[src/rtl/arch_mem_pkg.sv]
// Shared definitions for the unified-memory arbiter.
//   state_e  : arbiter FSM states
//   owner_e  : which requester owns the access in flight (fetch or data)
//   MEM_LAT_DEF / MAX_LAT : default and largest supported memory latency
//   LAT_CW   : width of the latency down-counter
//   is_misaligned() : word-alignment test on the two address LSBs
package arch_mem_pkg;

    typedef enum logic [1:0] {
        ST_IDLE   = 2'd0,
        ST_ACCESS = 2'd1,
        ST_WAIT   = 2'd2,
        ST_RESP   = 2'd3
    } state_e;

    typedef enum logic {
        OWN_I = 1'b0,
        OWN_D = 1'b1
    } owner_e;

    localparam int MEM_LAT_DEF = 1;
    localparam int MAX_LAT     = 4;
    localparam int LAT_CW      = $clog2(MAX_LAT + 1);

    function automatic logic is_misaligned(input logic [1:0] lsb);
        return (lsb != 2'b00);
    endfunction

endpackage

[src/rtl/mem_lat_counter.sv]
// Loadable down-counter used to time the WAIT phase of an access.
//   clk        : clock
//   reset      : asynchronous active-low reset (count -> 0)
//   i_load     : load i_load_val on the next rising edge
//   i_load_val : value to load
//   o_done     : high while the count is zero
module mem_lat_counter
    import arch_mem_pkg::*;
(
    input  logic              clk,
    input  logic              reset,
    input  logic              i_load,
    input  logic [LAT_CW-1:0] i_load_val,
    output logic              o_done
);

    logic [LAT_CW-1:0] r_count;

    always_ff @(posedge clk or negedge reset) begin
        if (!reset) begin
            r_count <= '0;
        end else if (i_load) begin
            r_count <= i_load_val;
        end else if (r_count != '0) begin
            r_count <= r_count - 1'b1;
        end
    end

    assign o_done = (r_count == '0);

endmodule

[src/rtl/mem_arbiter.sv]
// Two-requester arbiter (instruction fetch, data) in front of one shared
// unified-memory port. One access at a time: IDLE -> ACCESS -> [WAIT] -> RESP.
//   clk, reset                        : clock, async active-low reset
//   i_req, i_addr                     : fetch request / read address
//   i_gnt, i_rvalid, i_err, i_rdata   : fetch grant, completion, misalign flag, data
//   d_req, d_we, d_addr, d_wdata      : data request, write enable, address, write data
//   d_gnt, d_rvalid, d_err, d_rdata   : data grant, completion, misalign flag, data
//   m_en, m_we, m_addr, m_wdata       : shared memory port
//   m_rdata                           : memory read data, valid MEM_LAT cycles after m_en
//   busy                              : high whenever the FSM is not IDLE
// MEM_LAT must be in 1..MAX_LAT.
module mem_arbiter
    import arch_mem_pkg::*;
#(
    parameter int MEM_LAT = MEM_LAT_DEF,
    parameter int AW      = 32,
    parameter int DW      = 32
) (
    input  logic          clk,
    input  logic          reset,
    input  logic          i_req,
    input  logic [AW-1:0] i_addr,
    output logic          i_gnt,
    output logic          i_rvalid,
    output logic          i_err,
    output logic [DW-1:0] i_rdata,
    input  logic          d_req,
    input  logic          d_we,
    input  logic [AW-1:0] d_addr,
    input  logic [DW-1:0] d_wdata,
    output logic          d_gnt,
    output logic          d_rvalid,
    output logic          d_err,
    output logic [DW-1:0] d_rdata,
    output logic          m_en,
    output logic          m_we,
    output logic [AW-1:0] m_addr,
    output logic [DW-1:0] m_wdata,
    input  logic [DW-1:0] m_rdata,
    output logic          busy
);

    // With MEM_LAT=1 the word is ready at the end of ACCESS, so WAIT is skipped.
    localparam logic LAT_ONE = (MEM_LAT == 1);
    // The counter is loaded while in ACCESS and reaches zero in the last WAIT
    // cycle, so WAIT lasts MEM_LAT-1 cycles.
    localparam logic [LAT_CW-1:0] WAIT_LOAD = (MEM_LAT > 1) ? LAT_CW'(MEM_LAT - 2) : '0;

    state_e        r_state;
    owner_e        r_own;
    owner_e        r_last;
    logic          r_we;
    logic          r_mis;
    logic          r_i_gnt;
    logic          r_d_gnt;
    logic          r_i_rvalid;
    logic          r_d_rvalid;
    logic          r_i_err;
    logic          r_d_err;
    logic [DW-1:0] r_i_rdata;
    logic [DW-1:0] r_d_rdata;
    logic          r_m_en;
    logic          r_m_we;
    logic [AW-1:0] r_m_addr;
    logic [DW-1:0] r_m_wdata;
    logic          r_busy;

    logic          w_pick_d;
    logic          w_any;
    logic [AW-1:0] w_sel_addr;
    logic          w_sel_we;
    logic          w_sel_mis;
    logic          w_cnt_load;
    logic          w_cnt_done;
    logic          w_resp_now;

    mem_lat_counter u_lat_cnt (
        .clk        (clk),
        .reset      (reset),
        .i_load     (w_cnt_load),
        .i_load_val (WAIT_LOAD),
        .o_done     (w_cnt_done)
    );

    // On a tie the requester that did not win last time gets the port.
    always_comb begin
        w_pick_d = d_req;
        if (i_req && d_req) begin
            w_pick_d = (r_last == OWN_I);
        end
    end

    assign w_any      = i_req | d_req;
    assign w_sel_addr = w_pick_d ? d_addr : i_addr;
    assign w_sel_we   = w_pick_d & d_we;
    assign w_sel_mis  = is_misaligned(w_sel_addr[1:0]);
    assign w_cnt_load = (r_state == ST_ACCESS);

    // The edge that enters RESP is the one MEM_LAT cycles after the m_en cycle,
    // which is where m_rdata is sampled.
    assign w_resp_now = ((r_state == ST_ACCESS) && LAT_ONE) ||
                        ((r_state == ST_WAIT) && w_cnt_done);

    always_ff @(posedge clk or negedge reset) begin
        if (!reset) begin
            r_state    <= ST_IDLE;
            r_own      <= OWN_I;
            r_last     <= OWN_D;
            r_we       <= 1'b0;
            r_mis      <= 1'b0;
            r_i_gnt    <= 1'b0;
            r_d_gnt    <= 1'b0;
            r_i_rvalid <= 1'b0;
            r_d_rvalid <= 1'b0;
            r_i_err    <= 1'b0;
            r_d_err    <= 1'b0;
            r_i_rdata  <= '0;
            r_d_rdata  <= '0;
            r_m_en     <= 1'b0;
            r_m_we     <= 1'b0;
            r_m_addr   <= '0;
            r_m_wdata  <= '0;
            r_busy     <= 1'b0;
        end else begin
            // Single-cycle pulses default low; each state raises what it needs.
            r_i_gnt    <= 1'b0;
            r_d_gnt    <= 1'b0;
            r_i_rvalid <= 1'b0;
            r_d_rvalid <= 1'b0;
            r_i_err    <= 1'b0;
            r_d_err    <= 1'b0;
            r_m_en     <= 1'b0;
            r_m_we     <= 1'b0;

            case (r_state)
                ST_IDLE: begin
                    if (w_any) begin
                        r_state  <= ST_ACCESS;
                        r_busy   <= 1'b1;
                        r_own    <= w_pick_d ? OWN_D : OWN_I;
                        r_last   <= w_pick_d ? OWN_D : OWN_I;
                        r_we     <= w_sel_we;
                        r_mis    <= w_sel_mis;
                        r_i_gnt  <= ~w_pick_d;
                        r_d_gnt  <= w_pick_d;
                        // A misaligned access is granted but never reaches memory.
                        r_m_en   <= ~w_sel_mis;
                        r_m_we   <= w_sel_we & ~w_sel_mis;
                        r_m_addr <= w_sel_addr;
                        if (w_pick_d) begin
                            r_m_wdata <= d_wdata;
                        end
                    end
                end
                ST_ACCESS: begin
                    r_state <= LAT_ONE ? ST_RESP : ST_WAIT;
                end
                ST_WAIT: begin
                    if (w_cnt_done) begin
                        r_state <= ST_RESP;
                    end
                end
                ST_RESP: begin
                    r_state <= ST_IDLE;
                    r_busy  <= 1'b0;
                end
                default: begin
                    r_state <= ST_IDLE;
                    r_busy  <= 1'b0;
                end
            endcase

            if (w_resp_now) begin
                if (r_own == OWN_I) begin
                    r_i_rvalid <= 1'b1;
                    r_i_err    <= r_mis;
                    if (!r_mis) begin
                        r_i_rdata <= m_rdata;
                    end
                end else begin
                    r_d_rvalid <= 1'b1;
                    r_d_err    <= r_mis;
                    // Writes only acknowledge; d_rdata keeps the last read word.
                    if (!r_mis && !r_we) begin
                        r_d_rdata <= m_rdata;
                    end
                end
            end
        end
    end

    assign i_gnt    = r_i_gnt;
    assign i_rvalid = r_i_rvalid;
    assign i_err    = r_i_err;
    assign i_rdata  = r_i_rdata;
    assign d_gnt    = r_d_gnt;
    assign d_rvalid = r_d_rvalid;
    assign d_err    = r_d_err;
    assign d_rdata  = r_d_rdata;
    assign m_en     = r_m_en;
    assign m_we     = r_m_we;
    assign m_addr   = r_m_addr;
    assign m_wdata  = r_m_wdata;
    assign busy     = r_busy;

endmodule
[config.mk]
export PLATFORM = sky130hd
export DESIGN_NAME = mem_arbiter
export DESIGN_NICKNAME = d
export VERILOG_FILES = /design/src/rtl/arch_mem_pkg.sv /design/src/rtl/mem_lat_counter.sv /design/src/rtl/mem_arbiter.sv
export SDC_FILE = /design/constraint.sdc
export NUM_CORES = 1
export LEC_CHECK = 0
export CORE_MARGIN = 5
export CORE_UTILIZATION = 46
export CTS_BUF_LIST = sky130_fd_sc_hd__clkbuf_4
export DETAILED_ROUTE_END_ITERATION = 10
export GPL_TIMING_DRIVEN = 0
export PLACE_DENSITY = 0.84
export SYNTH_ARGS = -nofsm -noshare
export SYNTH_HDL_FRONTEND = slang
export SYNTH_SLANG_ARGS = --single-unit
[constraint.sdc]
create_clock -name clk -period 5.37 [get_ports clk]
set_input_delay 1.611 -clock clk [delete_from_list [all_inputs] [get_ports clk]]
set_output_delay 1.611 -clock clk [all_outputs]
set_load 0.005 [all_outputs]
* Yosys cells after proc, flatten, opt, wreduce, memory -nomap -nowiden
Cells that the tools add are included.
Operators by class: add/sub/neg operators 1, equal/unequal tests 5, multiplexer cells 26, bitwise logic cells 8, reduce and logical (&&, ||, !) cells 18
Operators with widths (number):
- $mux 32 | 1
- $mux 1 | 19
- $reduce_and 3->1 | 3
- $pmux 2 s4 | 1
- $mux 3 | 2
- $reduce_and 2->1 | 3
- $reduce_bool 2->1 | 3
- $not 1->1 | 5
- $eq 2x2->1 const B | 2
- $mux 2 | 2
- $ne 2x2->1 const B | 2
- $logic_and 1x1->1 | 3
- $logic_not 3->1 | 1
- $reduce_bool 3->1 | 1
- $sub 3x1->3 const B | 1
- $and 1x1->1 | 2
- $eq 2x1->1 const B | 1
- $logic_not 1->1 | 2
- $logic_not 2->1 | 1
- $pmux 1 s2 | 1
- $logic_or 1x1->1 | 1
- $or 1x1->1 | 1
Word-level totals: bits in registers 146, input bits 133, word-level logic and storage cells 77

* Logic depth before layout (Yosys ltp)
depth in word-level cells 8, gate-level depth with buffers 8

* Hierarchy
Synthesis repeated with hierarchy kept, for this count alone.
Unflattened totals: cells, all modules 387, area total of the unflattened synthesis 5934.4 um^2
Modules (own cells, without submodules):
- mem_arbiter | instances 1, cells an instance 366, area each 5733.0 um^2
- mem_lat_counter | instances 1, cells an instance 21, area each 201.4 um^2

* Least setup slack after synthesis
OpenSTA, ideal clock, no wires.
kind input to register, start input port d_req, end register r_m_wdata[10] (netlist: m_wdata[10]), arrival time 2.737 ns, slack 2.508 ns, stages on the path 5, buffers on the path 1, cells stage by stage a21boi_1 > nand2_1 > inv_2 > buf_2 > mux2_2
On the way: cells in the longest elaborated chain, start to end 3
Ends and longest elaborated chain:
- start, declared | line mem_arbiter.sv:27 | input logic d_req,
- $logic_and 1x1->1 | line mem_arbiter.sv:88 | if (i_req && d_req) begin
- $mux 1 | line mem_arbiter.sv:88
- $reduce_and 3->1 (no line) (*)
- end signal, assigned | line mem_arbiter.sv:151 | r_m_wdata <= d_wdata;
- end, declared | line mem_arbiter.sv:65 | logic [DW-1:0] r_m_wdata;
Mark *: on every way between the ends. The rest lies on a longest branch, timed or not. A chain may end at the register's enable or synchronous reset.

* Final worst setup path
start input port d_req, end register r_m_wdata[29] (netlist: m_wdata[29])
The elaborated chain is that of the path after synthesis.

==> impl_summary.log <==
INFO  metric status = completed
INFO  metric dp_hpwl = around 13000 µm
INFO  metric worst_ep_arrival_time = between 3 and 4 ns
INFO  metric cts_root_buf = sky130_fd_sc_hd__clkbuf_4
INFO  metric cts_hold_buffers = 0
INFO  metric power_leakage = 3.97 nW
INFO  metric cts.reportedPaths.clkPinSlew = ~0.11 ns
INFO  metric floorplan.initialDensity = between 40% and 50%
INFO  metric report.final.setup_viol = 0
INFO  metric global_route_wire_length_before_repair = ~25000 µm
INFO  metric cts.htree.levels = 4
INFO  metric die_x = ~120 µm
INFO  metric grt_start_max_net_pins = between 80 and 90
INFO  metric ys_seq_area_share = between 60 and 70%
INFO  metric post_cts_buffers = 0
INFO  metric ys_seq_elements = around 150
INFO  metric period_share = approximately three fifths
INFO  metric detail_route.wl_per_cell = 19.3 µm
INFO  metric cap_viol_max_count = 0
INFO  metric post_cts.resized_instances = 0
INFO  metric areaGrowthSynthToFinish = 55.3%
INFO  metric site_rows = between 40 and 50
INFO  metric io_buffer_count = 269
INFO  metric tritoncts.num_buffers = 17
INFO  metric max-slew-margin-rel = about 54%
INFO  metric global_route.usage.met2 = between 30 and 40%
INFO  metric layout.core_utilization = between 70% and 80%
INFO  metric drt-total-wl = 16500 µm
INFO  metric fp.dieH = around 120 µm
INFO  metric hold_violations = 0
INFO  metric tns = 0 ns
INFO  metric syn-instance-count = ~380
INFO  metric total_die_area = around 15000 µm²
INFO  metric syn_area = 5870 µm²
INFO  metric placeableCoreArea = ~13000 µm²
INFO  metric max_freq = 301 MHz
INFO  metric timing_worst_setup_path_type = input pin to flop
INFO  metric route.antenna.remaining_nets = 0
INFO  metric drt_pre_antenna_iters = 4
INFO  metric worstHoldPathType = flop to flop
INFO  metric syn_nets = about 520
INFO  metric cts_num_sinks = ~150
INFO  metric first_global_vias = 4648
INFO  metric timing.critical_path.required = between 5 and 6 ns
INFO  metric cp-start-kind = input pin
INFO  metric groute.layer.met3.usage = ~8.0%
INFO  metric grt_usage = 22.0%
INFO  metric cts_tree = done
INFO  metric ctsLongestPathBuffers = 2
INFO  metric rsz0062_at_grt = false
INFO  metric max_clock_skew = between 0.01 and 0.015 ns
INFO  metric routability_cong = 0.795
INFO  metric cp-end-kind = flop
INFO  metric final_nets = 810
INFO  metric via_per_inst = between 5 and 6
INFO  metric crit_path_max_fanout = 10
INFO  metric drt_first_iter_violations = 208
INFO  metric period_minus_slack = 3.33 ns
INFO  metric globalRoute.busiestLayer = met2
INFO  metric ir_worst_vdd = roughly 270 µV
INFO  metric final_global_route_overflow_total = 0
INFO  metric num_io_pins = 270
INFO  metric worst_pin_slew = approximately 0.69 ns
INFO  metric ys.warnings.count = 0
INFO  metric route.vias.total = 4327
INFO  metric remaining_routing_drc_violations = 0
INFO  metric timing.final.max_slew_violations = 0
INFO  metric antenna_found_initial = 1
INFO  metric power_per_cell_area = 544 nW/µm²
INFO  metric worstSkewPairLatency = 0.52 ns
INFO  metric netlist-cell-type-count = 31
INFO  metric final_layout_size_suffix_gt1_share = approximately 21%
INFO  metric postSynthAreaPerCell = around 15 µm²
INFO  metric use_met1 = between 20% and 30%
==> area by class of cell <==
type                       instances  area (µm²)
sequential                       146        3650
tap                              172         215
multi-input combinational        209        2050
antenna                            1        2.50
clock inverter                    12         164
inverter                           7        26.3
fill                             847        3460
clock buffer                      19         143
timing repair buffer             270        2720
buffer                            19         139
==> cell usage in the layout (no fill, tap or decap), drive strengths merged, types with 2 or more instances in the layout <==
| master | netlist | routed |
|---|---|---|
| a21oi | 4 | 4 |
| a221o | 29 | 29 |
| and2 | 31 | 31 |
| and2b | 2 | 2 |
| buf | 13 | 15 |
| bufinv | 0 | 4 |
| clkbuf | 6 | 25 |
| clkdlybuf4s50 | 0 | 268 |
| clkinv | 0 | 5 |
| clkinvlp | 0 | 2 |
| dfrtp | 145 | 145 |
| ha | 7 | 7 |
| inv | 7 | 8 |
| mux2 | 99 | 99 |
| mux2i | 2 | 2 |
| nand2 | 8 | 8 |
| nor2 | 8 | 8 |
| nor2b | 3 | 3 |
| nor3 | 2 | 2 |
| o21ai | 5 | 5 |
==> logic make-up (layout without fill, tap and decap cells) <==
family / count (synthesis) / in the layout / share of synthesized area (%)
AND/OR/NAND/NOR: 57 / 57 / 5.50
buffers and inverters: 26 / 327 / 2.81
multiplexers: 101 / 101 / 21.3
adder cells (fa/ha/maj): 7 / 7 / 1.49
AO/OA/AOI/OAI: 43 / 43 / 6.48
XOR/XNOR: 1 / 1 / 0.149
other: 0 / 1 / 0
flip-flops: 146 / 146 / 62.3
==> report_power, final <==
group | internal, mW | switching [mW]
Clock | 0.372 | 0.371
Sequential | 1.63 | 0.295
Combinational | 1.56 | 0.732
Total | 3.56 | 1.40
==> stage by stage <==
| stage | hold WS [ns] | instances | power [mW] | area [µm²] | setup slack, ns |
|---|---|---|---|---|---|
| floorplan | 0.444 | 381 | 2.83 | 5870 | 2.51 |
| global placement | 0.456 | 822 | 4.16 | 8770 | -2.89 |
| detailed placement | 0.466 | 823 | 4.26 | 8800 | 1.52 |
| CTS | 0.489 | 854 | 5.01 | 9110 | 2.11 |
| global route | 0.507 | 855 | 5.25 | 9110 | 1.98 |
| finish | 0.486 | 855 | 4.96 | 9110 | 2.04 |
==> cell usage after synthesis <==
| cell | count | area share [%] |
|---|---|---|
| sky130_fd_sc_hd__dfrtp_1 | 145 | 62 |
| sky130_fd_sc_hd__mux2_2 | 69 | 13 |
| sky130_fd_sc_hd__and2_1 | 31 | 3.3 |
| sky130_fd_sc_hd__mux2_4 | 30 | 7.7 |
| sky130_fd_sc_hd__a221o_1 | 29 | 4.9 |
| sky130_fd_sc_hd__buf_2 | 9 | 0.77 |
| sky130_fd_sc_hd__nand2_1 | 8 | 0.51 |
| sky130_fd_sc_hd__nor2_1 | 8 | 0.51 |
| sky130_fd_sc_hd__ha_1 | 7 | 1.5 |
| sky130_fd_sc_hd__clkbuf_1 | 6 | 0.38 |
| sky130_fd_sc_hd__inv_1 | 6 | 0.38 |
| sky130_fd_sc_hd__o21ai_0 | 5 | 0.43 |
| sky130_fd_sc_hd__a21oi_1 | 3 | 0.26 |
| sky130_fd_sc_hd__buf_12 | 3 | 1.0 |
| sky130_fd_sc_hd__nor2b_1 | 3 | 0.32 |
| sky130_fd_sc_hd__and2b_2 | 2 | 0.30 |
| sky130_fd_sc_hd__mux2i_1 | 2 | 0.34 |
| sky130_fd_sc_hd__nor3_1 | 2 | 0.17 |
| sky130_fd_sc_hd__a21boi_1 | 1 | 0.13 |
| sky130_fd_sc_hd__a21oi_2 | 1 | 0.15 |
| sky130_fd_sc_hd__a32oi_1 | 1 | 0.15 |
| sky130_fd_sc_hd__and3_1 | 1 | 0.11 |
| sky130_fd_sc_hd__buf_6 | 1 | 0.19 |
| sky130_fd_sc_hd__dfstp_2 | 1 | 0.45 |
| sky130_fd_sc_hd__inv_2 | 1 | 0.064 |
| sky130_fd_sc_hd__nand2b_1 | 1 | 0.11 |
| sky130_fd_sc_hd__o21a_1 | 1 | 0.13 |
| sky130_fd_sc_hd__o22a_1 | 1 | 0.15 |
| sky130_fd_sc_hd__o311ai_0 | 1 | 0.15 |
| sky130_fd_sc_hd__or4b_1 | 1 | 0.17 |
| sky130_fd_sc_hd__xor2_1 | 1 | 0.15 |
==> layer usage <==
metal	vias to the layer above	share of wire [%]
li1	1942	-
met1	2131	37
met2	227	50
met3	27	10
met4	0	2.3
met5	-	0
==> path summary, 6_finish.rpt <==
kind / cells past startpoint / slack (ns) / to / from
min in group asynchronous: 1 / 1.03 / d_rdata[23] / reset
max in group asynchronous: 2 / 3.50 / r_last / reset
setup / recovery: 6 / 2.04 / m_wdata[29] / d_req
setup reg to reg: 7 / 2.91 / i_rdata[15] / u_lat_cnt.r_count[0]
hold / removal: 2 / 0.49 / r_we / r_we
hold reg to reg: 2 / 0.49 / r_we / r_we
==> flip-flops by register name, indices dropped and copies added (netlist names) <==
signal             flops
d_rdata               32
i_rdata               32
m_addr                32
m_wdata               32
u_lat_cnt.r_count      3
r_state                2
busy                   1
d_err                  1
d_gnt                  1
d_rvalid               1
i_err                  1
i_gnt                  1
i_rvalid               1
m_en                   1
m_we                   1
r_last                 1
r_mis                  1
r_own                  1
r_we                   1
==> critical path, cell delays in order <==
cell and delay, ns:
sky130_fd_sc_hd__clkdlybuf4s50_1 0.57, sky130_fd_sc_hd__a21boi_1 0.50, sky130_fd_sc_hd__nand2_1 0.20, sky130_fd_sc_hd__inv_2 0.20, sky130_fd_sc_hd__buf_2 0.29, sky130_fd_sc_hd__mux2_2 0.38
Note: power is estimated with default switching activity, not from simulation.
